--- src/rtl/mem_arbiter_if.sv ---
// Bus bundle between the I-cache, D-cache, memory model and the arbiter.
// The slave modport is the arbiter's view; master is the surrounding
// caches/memory view that drives the requests and the memory completion.
interface mem_arbiter_if #(
  parameter int CACHE_LINE_SIZE = 128,
  parameter int ADDR_WIDTH      = 32
) ();
  logic                       in_i_read_en;
  logic [ADDR_WIDTH-1:0]      in_i_addr;
  logic [CACHE_LINE_SIZE-1:0] out_i_read_data;
  logic                       out_i_ready;

  logic                       in_d_read_en;
  logic                       in_d_write_en;
  logic [ADDR_WIDTH-1:0]      in_d_addr;
  logic [CACHE_LINE_SIZE-1:0] in_d_write_data;
  logic [CACHE_LINE_SIZE-1:0] out_d_read_data;
  logic                       out_d_ready;

  logic                       out_mem_read_en;
  logic                       out_mem_write_en;
  logic [ADDR_WIDTH-1:0]      out_mem_addr;
  logic [CACHE_LINE_SIZE-1:0] out_mem_write_data;
  logic [CACHE_LINE_SIZE-1:0] in_mem_read_data;
  logic                       in_mem_ready;

  logic                       out_busy;

  modport slave (
    input  in_i_read_en, in_i_addr,
    output out_i_read_data, out_i_ready,
    input  in_d_read_en, in_d_write_en, in_d_addr, in_d_write_data,
    output out_d_read_data, out_d_ready,
    output out_mem_read_en, out_mem_write_en, out_mem_addr, out_mem_write_data,
    input  in_mem_read_data, in_mem_ready,
    output out_busy
  );

  modport master (
    output in_i_read_en, in_i_addr,
    input  out_i_read_data, out_i_ready,
    output in_d_read_en, in_d_write_en, in_d_addr, in_d_write_data,
    input  out_d_read_data, out_d_ready,
    input  out_mem_read_en, out_mem_write_en, out_mem_addr, out_mem_write_data,
    output in_mem_read_data, in_mem_ready,
    input  out_busy
  );
endinterface

--- src/rtl/mem_arbiter.sv ---
// Round-robin arbiter sharing one line-wide memory port between the
// I-cache (refills) and the D-cache (refills and writebacks).
//
// state  | meaning
// -------+---------------------------------------------------------------
// IDLE   | no transaction; arbitrate between pending requests
// BUSY_I | I-cache read on the memory bus, waiting for in_mem_ready
// BUSY_D | D-cache read/write on the memory bus, waiting for in_mem_ready
// DRAIN  | one cycle after completion; ignores the owner's stale request
module mem_arbiter #(
  parameter int CACHE_LINE_SIZE = 128,
  parameter int ADDR_WIDTH      = 32
) (
  input logic           clk,
  input logic           reset,
  mem_arbiter_if.slave  bus
);

  typedef enum logic [1:0] {IDLE, BUSY_I, BUSY_D, DRAIN} state_t;
  typedef enum logic {GRANT_I = 1'b0, GRANT_D = 1'b1} grant_t;

  state_t                     state_q, state_d;
  grant_t                     last_grant_q, last_grant_d;
  logic                       mem_read_en_q, mem_read_en_d;
  logic                       mem_write_en_q, mem_write_en_d;
  logic [ADDR_WIDTH-1:0]      mem_addr_q, mem_addr_d;
  logic [CACHE_LINE_SIZE-1:0] mem_wdata_q, mem_wdata_d;
  logic                       busy_q, busy_d;

  logic i_req, d_req, grant_i, grant_d;

  // Next-state: arbitrate in IDLE, latch the winner's request, wait for completion.
  always_comb begin
    i_req   = bus.in_i_read_en;
    d_req   = bus.in_d_read_en | bus.in_d_write_en;
    // On a tie the requester that did not win last time goes first.
    grant_d = d_req && (!i_req || (last_grant_q == GRANT_I));
    grant_i = i_req && !grant_d;

    state_d        = state_q;
    last_grant_d   = last_grant_q;
    mem_read_en_d  = mem_read_en_q;
    mem_write_en_d = mem_write_en_q;
    mem_addr_d     = mem_addr_q;
    mem_wdata_d    = mem_wdata_q;
    busy_d         = busy_q;

    unique case (state_q)
      IDLE: begin
        if (grant_d) begin
          state_d        = BUSY_D;
          last_grant_d   = GRANT_D;
          busy_d         = 1'b1;
          mem_addr_d     = bus.in_d_addr;
          // A writeback takes precedence; the D-cache re-requests the read later.
          mem_write_en_d = bus.in_d_write_en;
          mem_read_en_d  = !bus.in_d_write_en;
          mem_wdata_d    = bus.in_d_write_en ? bus.in_d_write_data : '0;
        end else if (grant_i) begin
          state_d        = BUSY_I;
          last_grant_d   = GRANT_I;
          busy_d         = 1'b1;
          mem_addr_d     = bus.in_i_addr;
          mem_read_en_d  = 1'b1;
          mem_write_en_d = 1'b0;
          mem_wdata_d    = '0;
        end
      end
      BUSY_I, BUSY_D: begin
        if (bus.in_mem_ready) begin
          state_d        = DRAIN;
          mem_read_en_d  = 1'b0;
          mem_write_en_d = 1'b0;
        end
      end
      DRAIN: begin
        state_d = IDLE;
        busy_d  = 1'b0;
      end
      default: begin
        state_d = IDLE;
        busy_d  = 1'b0;
      end
    endcase
  end

  // State and registered bus outputs; reset abandons any transaction.
  always_ff @(posedge clk or posedge reset) begin
    if (reset) begin
      state_q        <= IDLE;
      last_grant_q   <= GRANT_I;
      mem_read_en_q  <= 1'b0;
      mem_write_en_q <= 1'b0;
      mem_addr_q     <= '0;
      mem_wdata_q    <= '0;
      busy_q         <= 1'b0;
    end else begin
      state_q        <= state_d;
      last_grant_q   <= last_grant_d;
      mem_read_en_q  <= mem_read_en_d;
      mem_write_en_q <= mem_write_en_d;
      mem_addr_q     <= mem_addr_d;
      mem_wdata_q    <= mem_wdata_d;
      busy_q         <= busy_d;
    end
  end

  assign bus.out_mem_read_en    = mem_read_en_q;
  assign bus.out_mem_write_en   = mem_write_en_q;
  assign bus.out_mem_addr       = mem_addr_q;
  assign bus.out_mem_write_data = mem_wdata_q;
  assign bus.out_busy           = busy_q;

  // Completion is steered combinationally so the owner sees it in the same cycle.
  assign bus.out_i_ready     = bus.in_mem_ready && (state_q == BUSY_I);
  assign bus.out_d_ready     = bus.in_mem_ready && (state_q == BUSY_D);
  assign bus.out_i_read_data = bus.in_mem_read_data;
  assign bus.out_d_read_data = bus.in_mem_read_data;

endmodule

--- src/flat_wrapper.sv ---
// flat-port wrapper written by rule: the top's interface ports become plain ports
module mem_arbiter_flat 
#(
  parameter int CACHE_LINE_SIZE = 128,
  parameter int ADDR_WIDTH      = 32
)
  (clk, reset, bus_in_i_read_en, bus_in_i_addr, bus_out_i_read_data, bus_out_i_ready, bus_in_d_read_en, bus_in_d_write_en, bus_in_d_addr, bus_in_d_write_data, bus_out_d_read_data, bus_out_d_ready, bus_out_mem_read_en, bus_out_mem_write_en, bus_out_mem_addr, bus_out_mem_write_data, bus_in_mem_read_data, bus_in_mem_ready, bus_out_busy);
  mem_arbiter_if #(.CACHE_LINE_SIZE(CACHE_LINE_SIZE), .ADDR_WIDTH(ADDR_WIDTH)) bus_i ();
  input logic clk;
  input logic reset;
  input wire logic [$bits(bus_i.in_i_read_en)-1:0] bus_in_i_read_en;
  input wire logic [$bits(bus_i.in_i_addr)-1:0] bus_in_i_addr;
  output wire logic [$bits(bus_i.out_i_read_data)-1:0] bus_out_i_read_data;
  output wire logic [$bits(bus_i.out_i_ready)-1:0] bus_out_i_ready;
  input wire logic [$bits(bus_i.in_d_read_en)-1:0] bus_in_d_read_en;
  input wire logic [$bits(bus_i.in_d_write_en)-1:0] bus_in_d_write_en;
  input wire logic [$bits(bus_i.in_d_addr)-1:0] bus_in_d_addr;
  input wire logic [$bits(bus_i.in_d_write_data)-1:0] bus_in_d_write_data;
  output wire logic [$bits(bus_i.out_d_read_data)-1:0] bus_out_d_read_data;
  output wire logic [$bits(bus_i.out_d_ready)-1:0] bus_out_d_ready;
  output wire logic [$bits(bus_i.out_mem_read_en)-1:0] bus_out_mem_read_en;
  output wire logic [$bits(bus_i.out_mem_write_en)-1:0] bus_out_mem_write_en;
  output wire logic [$bits(bus_i.out_mem_addr)-1:0] bus_out_mem_addr;
  output wire logic [$bits(bus_i.out_mem_write_data)-1:0] bus_out_mem_write_data;
  input wire logic [$bits(bus_i.in_mem_read_data)-1:0] bus_in_mem_read_data;
  input wire logic [$bits(bus_i.in_mem_ready)-1:0] bus_in_mem_ready;
  output wire logic [$bits(bus_i.out_busy)-1:0] bus_out_busy;
  assign bus_i.in_i_read_en = bus_in_i_read_en;
  assign bus_i.in_i_addr = bus_in_i_addr;
  assign bus_out_i_read_data = bus_i.out_i_read_data;
  assign bus_out_i_ready = bus_i.out_i_ready;
  assign bus_i.in_d_read_en = bus_in_d_read_en;
  assign bus_i.in_d_write_en = bus_in_d_write_en;
  assign bus_i.in_d_addr = bus_in_d_addr;
  assign bus_i.in_d_write_data = bus_in_d_write_data;
  assign bus_out_d_read_data = bus_i.out_d_read_data;
  assign bus_out_d_ready = bus_i.out_d_ready;
  assign bus_out_mem_read_en = bus_i.out_mem_read_en;
  assign bus_out_mem_write_en = bus_i.out_mem_write_en;
  assign bus_out_mem_addr = bus_i.out_mem_addr;
  assign bus_out_mem_write_data = bus_i.out_mem_write_data;
  assign bus_i.in_mem_read_data = bus_in_mem_read_data;
  assign bus_i.in_mem_ready = bus_in_mem_ready;
  assign bus_out_busy = bus_i.out_busy;
  mem_arbiter #(.CACHE_LINE_SIZE(CACHE_LINE_SIZE), .ADDR_WIDTH(ADDR_WIDTH)) u_core (.clk(clk), .reset(reset), .bus(bus_i));
endmodule
--- config.mk ---
export PLATFORM = sky130hd
export DESIGN_NAME = mem_arbiter_flat
export DESIGN_NICKNAME = d
export VERILOG_FILES = /design/src/rtl/mem_arbiter_if.sv /design/src/rtl/mem_arbiter.sv /design/src/flat_wrapper.sv
export SDC_FILE = /design/constraint.sdc
export NUM_CORES = 1
export LEC_CHECK = 0
export BUFFER_PORTS_ARGS = -buffer_cell sky130_fd_sc_hd__buf_2
export CAP_MARGIN = 20
export CORE_AREA = 2 2 292 294
export CTS_CLUSTER_DIAMETER = 80
export DETAILED_ROUTE_END_ITERATION = 10
export DIE_AREA = 0 0 294 296
export PLACE_DENSITY = 0.3
export SYNTH_ARGS = -nofsm -noshare
export SYNTH_HDL_FRONTEND = slang
export SYNTH_SLANG_ARGS = --single-unit
--- constraint.sdc ---
create_clock -name clk -period 6.2 [get_ports clk]
set_input_delay 0.31 -clock clk [delete_from_list [all_inputs] [get_ports clk]]
set_output_delay 0.31 -clock clk [all_outputs]
set_load 0.005 [all_outputs]
==> tab_implementation.tex, run 1 <==
\begin{tabular}{lr}
\hline
Metric & Value \\
\hline
\multicolumn{2}{l}{\textbf{Outcome}} \\
\quad Status & finished, final reports clean \\
\multicolumn{2}{l}{\textbf{Power and ir drop}} \\
\quad Leakage power summed over all cells & 5.549 nW \\
\quad Net Switching & 1.841 mW \\
\quad Combinational share of power & 36.8\% \\
\quad Fraction of power consumed by sequential logic & 39.3\% \\
\quad Power per standard cell area & 409.6 nW/µm² \\
\quad Maximum resistive drop on vdd & 0.0002888 V \\
\quad Sw Ratio & between 30 and 40\% \\
\quad Clk pwr share & 23.9\% \\
\quad Total internal power & a little under 3 mW \\
\multicolumn{2}{l}{\textbf{Setup path}} \\
\quad Critical path startpoint category & flip-flop \\
\quad Worst Path Required & 6530 ps \\
\quad Crit path kind & reg -> reg \\
\quad Reg-to-Reg Start & u\_core.state\_q[0] \\
\quad Register-to-Register Path Depth & 5 \\
\quad Crit Path Max Fanout & 107 \\
\quad CP Capture Type & flip-flop \\
\quad Register-to-Register Setup Slack & 3750 ps \\
\quad Arrival time worst endpoint & 2780 ps \\
\quad R2r endpoint & u\_core.bus.out\_mem\_write\_data[40] \\
\multicolumn{2}{l}{\textbf{Logic synthesis}} \\
\quad Flip-flop cell with the highest count after synthesis & dfrtp\_1 \\
\quad Mapped Area & 8828 µm² \\
\quad Cell taking the most area after synthesis & dfrtp\_1 \\
\quad Ranking of synthesized cells by area & dfrtp\_1 (47\%), buf\_4 (23\%), nand2\_1 (12\%) \\
\quad Post-synth top cells & nand2\_1 (288), buf\_4 (271), dfrtp\_1 (166), o21ai\_0 (133), mux2i\_1 (34) \\
\quad Flop and latch count out of synthesis & 166 \\
\quad Post-synthesis async set-or-reset flop share & 100.0\% \\
\quad Sequential area share after synthesis & 47.05\% \\
\quad Count of cell types in the netlist & 24 \\
\quad Average instance area after synthesis & 8.972 µm² \\
\quad Yosys top cell area share & 47.05\% \\
\quad Top-count cell post-synth & nand2\_1 \\
\quad Post-Syn Instances & just under 1k \\
\quad Synthesis Warnings & 0 \\
\quad Syn nets & about 1.3k \\
\quad Post-synth EDFFs & 0 \\
\multicolumn{2}{l}{\textbf{GRT}} \\
\quad Wire length of the first global-routing pass & 42670 µm \\
\quad Vias in the first global route & 6975 \\
\quad Total congestion overflow after global routing & 0 \\
\quad Number of antenna violations at the first check in global routing & 2 \\
\quad Combined global-route utilization of all metal layers & 6.734\% \\
\quad Pin count of the biggest net entering global routing & 193 \\
\multicolumn{2}{l}{\textbf{Timing}} \\
\quad Worst hold margin & 75.95 ps \\
\quad Number of endpoints with negative hold slack in the final report & 0 \\
\quad Fin crit share & 39.49\% \\
\quad Worst setup skew after layout & 16.21 ps \\
\quad Setup TNS & 0 ps \\
\quad Setup repair after global routing missed its margin & false \\
\quad Crit path setup slack, layout & between 3000 and 4000 ps \\
\quad Slew at the pin closest to its max-slew limit & between 1000 and 1500 ps \\
\quad Headroom to the max-slew limit & 26.92\% \\
\quad Max Slew Vio Count & 0 \\
\quad Max frequency & 0.4084 GHz \\
\quad Count of endpoints failing setup in the final report & 0 \\
\quad Final worst path period need & around 2400 ps \\
\multicolumn{2}{l}{\textbf{Route}} \\
\quad Pre-antenna DRT Iters & 4 \\
\quad Total wire length after detailed routing & 29160 µm \\
\quad Iteration-0 DRC count of the detailed router & around 200 \\
\quad Final antenna-violating net count & 0 \\
\quad DR WL/cell & 12.79 µm \\
\quad Mean number of vias per cell & 2.946 \\
\quad DRC violations left & 0 \\
\quad Number of vias in the routed layout & 6719 \\
\multicolumn{2}{l}{\textbf{Clocking}} \\
\quad Number of resized instances in the post-cts repair step & 0 \\
\quad Clock tree from TritonCTS & built \\
\quad CTS H-tree depth & 4 \\
\quad CTS sink count & 166 \\
\quad Number of buffers inserted during clock tree synthesis & 17 \\
\quad Cell at the root of the clock tree & clkbuf\_16 \\
\quad Worst skew pair latency & 510 ps \\
\quad Worst-path clk slew & 80 ps \\
\quad Clock buffer depth & 2 \\
\multicolumn{2}{l}{\textbf{Placement}} \\
\quad Post-detailed-placement half-perimeter wirelength & 21150 µm \\
\quad Port bufs & around 360 \\
\quad Worst-case setup slack after placement & approximately 3600 ps \\
\quad Weighted congestion reported at the end of routability-driven placement & 0.6897 \\
\multicolumn{2}{l}{\textbf{Floorplanning}} \\
\quad Die X-Extent & slightly below 300 µm \\
\quad Die span in y & a little under 300 µm \\
\quad Placeable core region & between 80000 and 90000 µm² \\
\quad Die ar. & 87020 µm² \\
\quad Cell row count & 107 \\
\quad Number of top-level pins & 747 \\
\quad Initial standard-cell utilization of the core & 10.48\% \\
\multicolumn{2}{l}{\textbf{Min path}} \\
\quad Hold WC Path Type & in -> reg \\
\quad End point of the most critical hold path & u\_core.bus.out\_mem\_write\_data[116] \\
\quad Source of the worst hold timing path & bus\_in\_d\_write\_data[116] \\
\quad Number of stages on the worst hold path & 3 \\
\multicolumn{2}{l}{\textbf{Flow run}} \\
\quad Reported max-cap violation count & 0 \\
\multicolumn{2}{l}{\textbf{Finish}} \\
\quad Area growth from synthesis to layout & 31.56\% \\
\quad Total Nets Final & between 1.5k and 2k \\
\quad Share of cells above drive strength 1 & 34.37\% \\
\hline
\end{tabular}
repair_timing:
action	4_1_cts	5_1_grt
endpoints found under the hold margin	180	0
hold buffers	113	0
endpoints found under the setup margin	0	0
buffers inserted	0	0
worst max path at each step:
stage / from / to / slack [ps] / depth (start not counted)
finish: u_core.state_q[0] / u_core.bus.out_mem_write_data[40] / 3750 / 5
global route: u_core.state_q[0] / u_core.bus.out_mem_write_data[41] / 3480 / 5
CTS: u_core.state_q[0] / u_core.bus.out_mem_write_data[57] / 3730 / 5
detailed placement: bus_in_d_write_en / u_core.bus.out_mem_write_data[57] / 3590 / 4
global placement: bus_in_d_write_en / u_core.bus.out_mem_write_data[41] / 3670 / 4
floorplan: reset / u_core.bus.out_busy / 1400 / 1
cells by family after synthesis:
group                    Yosys count  synth area share (%)
AO/OA/AOI/OAI                    168                 10.01
adder cells (fa/ha/maj)            5                0.7086
buffers and inverters            311                 25.11
multiplexers                      37                 4.238
AND/OR/NAND/NOR                  297                 12.88
flip-flops                       166                 47.05
worst max-delay path, cell delays in order, from the launching register on:
cell and delay (ps):
dfrtp_1 430, inv_1 90, ha_1 330, o31ai_4 250, buf_4 790, o21ai_0 220
cell type report:
class	instances	area [µm²]
Fill cell	9642	72590
Sequential cell	166	4154
Timing Repair Buffer	482	3008
Multi-Input combinational cell	507	2477
Tap cell	1090	1364
Clock buffer	17	425.4
Clock inverter	15	165.2
Inverter	3	18.77
Antenna cell	1	2.502
cell usage in the layout (no fill, tap or decap), drive strengths merged:
cell         count
and2             2
clkinvlp         3
a2bb2oi          1
a21oi            1
bufinv           1
nor4b            1
o31ai            2
clkinv           4
clkbuf          17
a22o             1
o2bb2ai          1
buf            369
dfrtp          166
o21ai          161
mux2i           34
nor2b            2
nor3             1
dlygate4sd3    113
nor2             3
ha               5
mux2             3
nand2          288
diode            1
a21boi           1
inv             10
power groups by stage:
stage | Combinational [mW] | Clock (mW) | Sequential, mW
floorplan | 0.988 | 0 | 1.92
global placement | 1.74 | 0 | 1.89
detailed placement | 1.76 | 0 | 1.89
CTS | 1.81 | 1.24 | 1.88
global route | 2.02 | 1.26 | 1.94
finish | 1.75 | 1.14 | 1.87
registers in the layout (all words and copies together) (netlist names):
name and flops:
u_core.last_grant_q 1, u_core.bus.out_mem_addr 32, u_core.bus.out_mem_write_en 1, u_core.bus.out_mem_read_en 1
u_core.state_q 2, u_core.bus.out_busy 1, u_core.bus.out_mem_write_data 128
metrics by stage:
step	area (µm²)	std cells	power, mW	util (%)
2_1_floorplan	8828	984	2.907	-
3_3_place_gp	9891	2135	3.635	11.75
3_5_place_dp	9891	2135	3.651	11.75
4_1_cts	11610	2280	4.929	13.79
5_1_grt	11610	2280	5.228	13.79
6_report	11610	2281	4.757	13.79
layer usage:
metal	share of wire [%]	track usage, %	vias to the layer above
li1	-	-	3283
met1	39	7.272	2993
met2	46	10.26	347
met3	10	3.717	96
met4	4.2	4.169	0
met5	0	0	-
Note: power is estimated with default switching activity, not from simulation.
==> run 2: changes to the inputs <==
CORE_AREA = 2 2 290 292   (was 2 2 292 294)
DIE_AREA = 0 0 292 294   (was 0 0 294 296)
PLACE_DENSITY = 0.32   (was 0.3)
clock period = 2 ns   (was 6.2 ns; I/O delays follow)
==> tab_implementation.tex, run 2 (synthesized netlist as in run 1, its figures left out) <==
\begin{tabular}{lr}
\hline
Metric & Value \\
\hline
\multicolumn{2}{l}{\textbf{Floorplanning}} \\
\quad Die span in y & 294 µm (-0.68\%) \\
\quad Initial standard-cell utilization of the core & 10.65\% (+0.17 points) \\
\quad Number of top-level pins & 747 (unchanged) \\
\quad Placeable core region & 82890 µm² (-1.6\%) \\
\quad Die X-Extent & 292 µm (-0.68\%) \\
\quad Die ar. & 85850 µm² (-1.4\%) \\
\quad Cell row count & 106 (-0.93\%) \\
\multicolumn{2}{l}{\textbf{Clocking}} \\
\quad Worst-path clk slew & 80 ps (about the same) \\
\quad CTS H-tree depth & 4 (unchanged) \\
\quad Number of buffers inserted during clock tree synthesis & 17 (unchanged) \\
\quad CTS sink count & 166 (unchanged) \\
\quad Clock buffer depth & 2 (unchanged) \\
\quad Worst skew pair latency & 480 ps (-30 ps) \\
\quad Clock tree from TritonCTS & built \\
\quad Cell at the root of the clock tree & clkbuf\_16 \\
\multicolumn{2}{l}{\textbf{Timing}} \\
\quad Headroom to the max-slew limit & 53.11\% (+26 points) \\
\quad Worst setup skew after layout & 9.847 ps (-6.367 ps) \\
\quad Crit path setup slack, layout & 143.8 ps (-3608 ps) \\
\quad Number of endpoints with negative hold slack in the final report & 0 (unchanged) \\
\quad Final worst path period need & 1856 ps (-592.3 ps) \\
\quad Count of endpoints failing setup in the final report & 0 (unchanged) \\
\quad Slew at the pin closest to its max-slew limit & 701.8 ps (-394.5 ps) \\
\quad Max Slew Vio Count & 0 (unchanged) \\
\quad Worst hold margin & 95.32 ps (+19.37 ps) \\
\quad Max frequency & 0.5387 GHz (+32\%) \\
\quad Setup repair after global routing missed its margin & false \\
\quad Setup TNS & 0 ps (unchanged) \\
\quad Fin crit share & 92.81\% (+53 points) \\
\multicolumn{2}{l}{\textbf{Route}} \\
\quad Mean number of vias per cell & 3.027 (+2.8\%) \\
\quad DRC violations left & 0 (unchanged) \\
\quad Final antenna-violating net count & 0 (unchanged) \\
\quad DR WL/cell & 12.73 µm (-0.47\%) \\
\quad Iteration-0 DRC count of the detailed router & 194 (-2.5\%) \\
\quad Total wire length after detailed routing & 30220 µm (+3.6\%) \\
\quad Pre-antenna DRT Iters & 4 (unchanged) \\
\quad WL met1 & 11870 µm (+3.3\%) \\
\quad WL met3 & 2854 µm (-4.2\%) \\
\quad Number of vias in the routed layout & 7189 (+7.0\%) \\
\quad Highest Signal Layer & met4 \\
\quad Routed wire length on met2 & 14220 µm (+5.5\%) \\
\multicolumn{2}{l}{\textbf{Power and ir drop}} \\
\quad Net Switching & 5.741 mW (+210\%) \\
\quad Fraction of power consumed by sequential logic & 38.2\% (-1.1 points) \\
\quad Final Power & 15.21 mW (+220\%) \\
\quad Combinational share of power & 39.0\% (+2.2 points) \\
\quad Clk pwr share & 22.8\% (-1.1 points) \\
\quad Sw Ratio & 37.74\% (-0.95 points) \\
\quad Leakage power summed over all cells & 6.032 nW (+8.7\%) \\
\quad Power per standard cell area & 1199 nW/µm² (+190\%) \\
\quad Total internal power & 9.471 mW (+220\%) \\
\quad Maximum resistive drop on vdd & 0.0005982 V (+110\%) \\
\multicolumn{2}{l}{\textbf{Finish}} \\
\quad Combined area of the multi-input logic cells & 2492 µm² (+0.61\%) \\
\quad Register area & 4155 µm² (about the same) \\
\quad Antenna diode count & 0 (-1) \\
\quad Area growth from synthesis to layout & 43.76\% \\
\quad Fill cells & 9393 (-2.6\%) \\
\quad Final non-filler cell total & 2375 (+4.1\%) \\
\quad Max reg flops & 128 (unchanged) \\
\quad Most common cell after layout, fill and taps aside & buf\_2 \\
\quad Share of cells above drive strength 1 & 33.51\% (-0.86 points) \\
\quad Most frequent cells in the layout & buf\_2 (362), nand2\_1 (288), dlygate4sd3\_1 (193) \\
\quad Total Nets Final & 1613 (+7.0\%) \\
\multicolumn{2}{l}{\textbf{Placement}} \\
\quad Port bufs & 362 (unchanged) \\
\quad Weighted congestion reported at the end of routability-driven placement & 0.7030 (+1.9\%) \\
\quad Worst-case setup slack after placement & 167.9 ps (-3426 ps) \\
\quad Post-detailed-placement half-perimeter wirelength & 22100 µm (+4.5\%) \\
\quad Cells after DPL & 2148 (+0.61\%) \\
\multicolumn{2}{l}{\textbf{Setup path}} \\
\quad Register-to-Register Path Depth & 5 (unchanged) \\
\quad Reg-to-Reg Start & u\_core.state\_q[0] \\
\quad Crit Path Max Fanout & 6 (-94\%) \\
\quad Arrival time worst endpoint & 2220 ps (-560 ps) \\
\quad CP Capture Type & flip-flop \\
\quad Register-to-Register Setup Slack & 140 ps (-3610 ps) \\
\quad Crit path from & u\_core.state\_q[0] \\
\quad Critical path startpoint category & flip-flop \\
\quad Crit path kind & reg -> reg \\
\quad Worst Path Required & 2370 ps (-4160 ps) \\
\quad R2r endpoint & u\_core.state\_q[0] \\
\multicolumn{2}{l}{\textbf{Flow run}} \\
\quad Reported max-cap violation count & 0 (unchanged) \\
\multicolumn{2}{l}{\textbf{GRT}} \\
\quad Vias in the first global route & 7438 (+6.6\%) \\
\quad Pin count of the biggest net entering global routing & 77 (-60\%) \\
\quad Combined global-route utilization of all metal layers & 6.955\% (+0.22 points) \\
\quad Total congestion overflow after global routing & 0 (unchanged) \\
\quad Number of antenna violations at the first check in global routing & 0 (-2) \\
\quad Wire length of the first global-routing pass & 44370 µm (+4.0\%) \\
\multicolumn{2}{l}{\textbf{Min path}} \\
\quad Number of stages on the worst hold path & 4 (+1) \\
\quad Hold WC Path Type & in -> reg \\
\quad End point of the most critical hold path & u\_core.state\_q[1] \\
\quad Source of the worst hold timing path & bus\_in\_mem\_ready \\
\multicolumn{2}{l}{\textbf{Outcome}} \\
\quad Status & finished, final reports clean \\
\hline
\end{tabular}
==> run 2: worst max-delay path by stage <==
stage / endpoint / cells past startpoint / slack, ps
floorplan: u_core.bus.out_busy / 1 / -210
global placement: u_core.bus.out_mem_write_en / 5 / 210
detailed placement: u_core.state_q[0] / 5 / 170
CTS: u_core.bus.out_mem_addr[7] / 4 / 60
global route: u_core.state_q[0] / 5 / 30
finish: u_core.state_q[0] / 5 / 140
==> run 2: power by group through the flow <==
stage,Sequential [mW],Combinational (mW),Clock [mW]
CTS,5.83,6.09,3.76
floorplan,5.95,3.06,0
global route,6.03,6.73,3.81
global placement,5.86,5.69,0
finish,5.81,5.93,3.47
detailed placement,5.87,5.77,0
==> run 2: what timing repair did <==
action | in CTS | in global routing
resized for setup | 0 | 1
endpoints found under the hold margin | 166 | 0
hold buffers | 193 | 0
setup buffers | 0 | 1
setup endpoints to repair | 0 | 3
==> run 2: metrics by stage <==
stage / utilization (%) / area, µm²
5_1_grt: 15.31 / 12690
6_report: 15.31 / 12690
3_5_place_dp: 12.26 / 10160
2_1_floorplan: - / 8832
3_3_place_gp: 12.26 / 10160
4_1_cts: 15.28 / 12670
==> run 2: routing by layer <==
| layer | up-vias | global-route usage, % |
|---|---|---|
| met5 | - | 0 |
| met3 | 107 | 3.361 |
| li1 | 3486 | - |
| met4 | 0 | 4.249 |
| met1 | 3243 | 7.235 |
| met2 | 353 | 11.33 |
==> run 2: layout make-up <==
cell class / count / area share [%]
Sequential cell: 166 / 32.74
Timing Repair Buffer: 586 / 32.31
Multi-Input combinational cell: 508 / 19.64
Tap cell: 1080 / 10.65
Clock buffer: 19 / 3.490
Clock inverter: 13 / 1.055
Inverter: 3 / 0.1183
==> run 2: worst max-delay path: stages, from the launching register on <==
cell     delay [ps]
dfrtp_1         440
inv_1           110
ha_1            320
nor4b_2         430
nor2_1          150
mux2_2          300
